<file path="src/rtl/gr8b0nd_data_responder.sv">
// Word-addressed data-memory responder for the gr8b0nd core: one outstanding ld/st,
// programmable wait states, out-of-range flagging and a completed-response counter.
module gr8b0nd_data_responder #(
  parameter int unsigned DEPTH   = 256,
  parameter int unsigned LATENCY = 2
) (
  input  logic        clk,
  input  logic        reset,
  input  logic        req_valid,
  output logic        req_ready,
  input  logic        req_we,
  input  logic [15:0] req_addr,
  input  logic [15:0] req_wdata,
  output logic        resp_valid,
  input  logic        resp_ready,
  output logic [15:0] resp_rdata,
  output logic        resp_err,
  output logic [15:0] served_count
);

  localparam int unsigned AW = (DEPTH > 1) ? $clog2(DEPTH) : 1;

  typedef enum logic [1:0] {StIdle, StWait, StResp} state_e;

  state_e      state_q, state_d;
  logic [3:0]  cnt_q, cnt_d;
  logic        we_q;
  logic [15:0] addr_q, wdata_q;
  logic [15:0] rdata_q, rdata_d;
  logic        err_q, err_d;
  logic [15:0] served_q, served_d;
  logic        accept, commit, in_range;

  // Deliberately not reset: contents are undefined until written.
  logic [15:0] mem [DEPTH];

  assign in_range = 32'(addr_q) < DEPTH;

  always_comb begin
    state_d  = state_q;
    cnt_d    = cnt_q;
    rdata_d  = rdata_q;
    err_d    = err_q;
    served_d = served_q;
    accept   = 1'b0;
    commit   = 1'b0;
    unique case (state_q)
      StIdle: begin
        if (req_valid) begin
          accept  = 1'b1;
          cnt_d   = 4'(LATENCY);
          state_d = StWait;
        end
      end
      StWait: begin
        // Commit edge lands LATENCY+1 edges after accept.
        if (cnt_q == 4'd0) begin
          commit  = 1'b1;
          state_d = StResp;
          err_d   = ~in_range;
          if (!in_range) begin
            rdata_d = 16'h0000;
          end else if (we_q) begin
            rdata_d = wdata_q;
          end else begin
            rdata_d = mem[addr_q[AW-1:0]];
          end
        end else begin
          cnt_d = cnt_q - 4'd1;
        end
      end
      StResp: begin
        if (resp_ready) begin
          state_d  = StIdle;
          served_d = served_q + 16'd1;
        end
      end
      default: state_d = StIdle;
    endcase
  end

  always_ff @(posedge clk or negedge reset) begin
    if (!reset) begin
      state_q  <= StIdle;
      cnt_q    <= 4'd0;
      we_q     <= 1'b0;
      addr_q   <= 16'h0000;
      wdata_q  <= 16'h0000;
      rdata_q  <= 16'h0000;
      err_q    <= 1'b0;
      served_q <= 16'h0000;
    end else begin
      state_q  <= state_d;
      cnt_q    <= cnt_d;
      rdata_q  <= rdata_d;
      err_q    <= err_d;
      served_q <= served_d;
      if (accept) begin
        we_q    <= req_we;
        addr_q  <= req_addr;
        wdata_q <= req_wdata;
      end
    end
  end

  always_ff @(posedge clk) begin
    if (commit && we_q && in_range) begin
      mem[addr_q[AW-1:0]] <= wdata_q;
    end
  end

  assign req_ready    = (state_q == StIdle);
  assign resp_valid   = (state_q == StResp);
  assign resp_rdata   = rdata_q;
  assign resp_err     = err_q;
  assign served_count = served_q;

endmodule

</file>
<file path="config.mk">
export PLATFORM = sky130hd
export DESIGN_NAME = gr8b0nd_data_responder
export DESIGN_NICKNAME = d
export VERILOG_FILES = /design/src/rtl/gr8b0nd_data_responder.sv
export SDC_FILE = /design/constraint.sdc
export NUM_CORES = 2
export LEC_CHECK = 0
export BUFFER_PORTS_ARGS = -buffer_cell sky130_fd_sc_hd__buf_2
export CORE_MARGIN = 2
export CORE_UTILIZATION = 39
export DETAILED_ROUTE_END_ITERATION = 8
export SLEW_MARGIN = 30
export SYNTH_ARGS = -nofsm -noshare
export SYNTH_HDL_FRONTEND = slang
export SYNTH_SLANG_ARGS = --single-unit
export TNS_END_PERCENT = 10
</file>
<file path="constraint.sdc">
create_clock -name clk -period 3.7 [get_ports clk]
set_input_delay 0.185 -clock clk [delete_from_list [all_inputs] [get_ports clk]]
set_output_delay 0.185 -clock clk [all_outputs]
set_load 0.02 [all_outputs]
</file>
==> impl_results.md <==
- RSZ-0062 raised after global routing: true
- Synth top area share: 77.9%
- Most area-consuming cells after synthesis: sky130_fd_sc_hd__edfxtp_1 78%, sky130_fd_sc_hd__mux4_2 15%, sky130_fd_sc_hd__a22oi_1 2.4%
- Cells after Synth: 6,926
- Worst-margin pin slew: 1.08 ns
- Number of vias per cell: 5.78
- First-pass GRT wire length: 602,000 um
- Start-to-end type of the worst setup path: flop to flop
- Clk Latency, worst-skew pair: 0.97 ns
- Required time of the critical path: 4.53 ns
- Portion of the post-synthesis area used by sequential elements: 79.0%
- Nets: 7,899
- Cell accounting for the most synthesized area: sky130_fd_sc_hd__edfxtp_1
- Via count of the first global-routing pass: 78,700
- Clock transition at the register clock pins on the worst setup and hold paths after CTS: 0.06 ns
- Pin count of the biggest net entering global routing: 170
- Total global-route track usage: 20.5%
- Post-synthesis cell type count: 36
- Layout cells sized above 1: 32.1%
- Die extent in y: 640 um
- Clock share of power: 28.7%
- Run status: finished clean
- Crit path cell chain: buf_12 > buf_12 > buf_12 > buf_4 > mux4_2 > a22oi_1 > a21oi_1 > o41ai_4 > buf_4 > a41o_1 > o211ai_1
- Share of synthesized flip-flops with an asynchronous set or reset: 1.73%
- Worst Reg-to-Reg Cells: 11
- Maximum clock frequency: 271 MHz
- Syn Area/Cell: 22.8 um^2
- Initial DRC Count: 10,400
- Worst-case clock buffer depth: 4
- Total congestion overflow: 0
- Worst setup startpoint: addr_q[0]$_DFFE_PN0P_
- Max IR drop VDD: 644 uV
- CTS Sinks: 4,168
- Relative contribution of sequential cells to total power: 41.0%
- Synthesized Nets: 6,965
- HP Start: req_wdata[3]
- Placer Congestion: 0.838
- Data arrival time of the critical path: 4.52 ns
- Cell occurring most often along the worst timing path: sky130_fd_sc_hd__buf_12
- FF+latch count, synth: 4,168
- Area growth from synthesis to layout: 17.8%
- Number of setup violations in the final report: 0
- Total number of H-tree levels: 5
- Width of the die: 640 um
- Die footprint: 410,000 um^2
- Post-route antenna net violation count: 0
- Leading register cell type out of synthesis: sky130_fd_sc_hd__edfxtp_1
- Kind of launch point of the worst setup path: flop
- Number of synthesized flops with an enable pin: 4,096
- Worst hold path class: input pin to flop
- Antenna violations before repair: 19
- Final worst path period need: 3.69 ns
- Finished layout cell area: 186,000 um^2
- Maximum clock skew at final layout: 0.0517 ns
- Most frequent standard cell in the layout excluding fill and tap cells: sky130_fd_sc_hd__edfxtp_1
- Final total power: 149 mW
- Source of the worst register-to-register timing path: addr_q[0]$_DFFE_PN0P_
- Instance area at placement: 171,000 um^2
- Switching share of power: 32.4%
- Commonest cells after routing, fill and taps aside: 4,096 x sky130_fd_sc_hd__edfxtp_1, 1,024 x sky130_fd_sc_hd__mux4_2, 653 x sky130_fd_sc_hd__buf_4
- Core Rows: 233
- Detailed Place HPWL: 260,000 um
- Endpoint of the worst register-to-register path: resp_rdata[9]$_DFFE_PN0N_
- Final hold violation count: 0
- Routed WL per cell: 31.3 um
- Starting utilization of the core area: 39.2%
- Internal portion of total power: 101 mW
- Tcrit/Tclk final: 99.6%
- Normalized max-slew margin: 27.9%
- Final cell count without fillers: 13,600
- Maximum single-stage delay on the critical path: 0.57 ns
- Post-detailed-routing wire length: 427,000 um
- Crit path to: resp_rdata[9]$_DFFE_PN0N_
- Total number of yosys warnings: 0
- Largest fanout of any net on the critical path: 33
- Port buffer count: 71
- Fill cell count: 33,000
- Number of max-cap violations: 0
- Pre-Repair DR Iteration Count: 5
- Netlist Area Pre-Place: 158,000 um^2
- Number of placed instances with taps included: 12,800
- Crit end category: flop
- Number of buffers inserted during clock tree synthesis: 419
- Proportion of power drawn by combinational gates: 30.3%
- Clock tree from TritonCTS: done
- Vias: 78,800
- Pwr/cell area: 801 nW/um^2
- Final-report max-slew violation count: 0
- Switching component of the power: 48.2 mW
- Count of unresolved DRC violations after routing: 0
- Num ports: 72
- Critical-path cell with the highest stage delay: sky130_fd_sc_hd__o41ai_4
- Placeable core region: 403,000 um^2
- Cell at the root of the clock tree: sky130_fd_sc_hd__clkbuf_16
- Worst reg2reg setup slack: 0.01 ns
- Static Leakage: 58.3 nW
registers in the layout, summed over array words and instances (netlist names), 2 cells and up:
register / cells
cnt_q: 4
resp_rdata: 16
served_count: 16
mem: 4096
state_q: 2
wdata_q: 16
addr_q: 16
synthesized netlist by cell type, types with 23 or more instances:
library cell	instances
sky130_fd_sc_hd__nor2_1	271
sky130_fd_sc_hd__o41ai_1	64
sky130_fd_sc_hd__buf_1	37
sky130_fd_sc_hd__clkbuf_1	263
sky130_fd_sc_hd__buf_2	87
sky130_fd_sc_hd__dfrtp_1	72
sky130_fd_sc_hd__mux4_2	1024
sky130_fd_sc_hd__mux2_2	33
sky130_fd_sc_hd__nand2_1	68
sky130_fd_sc_hd__buf_6	23
sky130_fd_sc_hd__a22oi_1	512
sky130_fd_sc_hd__a21oi_1	256
sky130_fd_sc_hd__edfxtp_1	4096
stage by stage:
stage / setup TNS [ns] / setup WS [ns] / hold WS (ns) / util, %
after floorplan: -77.06 / -0.301 / -0.111 / -
after global placement: -1163.74 / -1.29 / 0.367 / 42.5
after detailed placement: -51.23 / -0.387 / 0.365 / 42.5
after CTS: 0 / 0.00233 / 0.00772 / 46.1
after global routing: -0.0478 / -0.0430 / 0.0679 / 46.2
final: 0 / 0.0135 / 0.0793 / 46.2
worst min path at each step:
stage | to | slack, ns | depth (start not counted)
3_5_place_dp | addr_q[2]$_DFFE_PN0P_ | 0.37 | 1
2_1_floorplan | addr_q[0]$_DFFE_PN0P_ | -0.11 | 0
3_3_place_gp | addr_q[2]$_DFFE_PN0P_ | 0.37 | 1
5_1_grt | wdata_q[4]$_DFFE_PN0P_ | 0.07 | 3
6_report | wdata_q[3]$_DFFE_PN0P_ | 0.08 | 3
4_1_cts | wdata_q[3]$_DFFE_PN0P_ | 0.008 | 3
power by group through the flow:
stage                     sequential, mW  clock [mW]  combinational (mW)
after floorplan                     64.4           0                21.4
after global placement              62.0           0                44.3
final                               61.1        42.8                45.1
after CTS                           61.0        43.4                45.5
after detailed placement            62.1           0                45.1
after global routing                61.1        45.2                47.2
routing by layer:
metal / share of wire [%] / global-route usage [%] / vias up
met3: 8.9 / 3.24 / 521
met1: 40 / 29.3 / 42600
met5: 0 / 0 / -
met2: 48 / 33.0 / 3987
met4: 2.5 / 5.48 / 0
li1: - / - / 31700
final cells by class:
cell class              count  area, um^2  area share (%)
diodes                     10        25.0          0.0135
clock buffers             511       11100            5.98
clock inverters           264        2750            1.48
inverters                   5        18.8          0.0101
multi-input cells        2328       31600            17.0
flip-flops and latches   4168      125000            67.1
well taps                5405        6760            3.64
repair buffers            938        8840            4.75
worst max-delay path: cells and delay by family (launching register included):
family | cells | cell delay [ns]
DFF | 1 | 0.42
AOI/OAI and AO/OA | 5 | 1.28
buffers and inverters | 5 | 1.23
muxes | 1 | 0.52
what timing repair did:
item                       4_1_cts  5_1_grt
setup buffers                    4        1
setup endpoints to repair     1436     1164
resized for setup               10       10
hold endpoints to repair       101        0
hold buffers                    68        0
pin swaps                        1        1
kinds of logic after synthesis:
group / Yosys count / share of synthesized area [%]
xor gates and xnor gates: 17 / 0.0943
buffers and inverters: 430 / 1.23
muxes: 1057 / 14.8
DFF: 4168 / 79.0
AOI/OAI and AO/OA: 869 / 3.80
adders and majority gates: 2 / 0.0158
and+or+nand+nor: 383 / 0.975
Note: power is estimated with default switching activity, not from simulation.
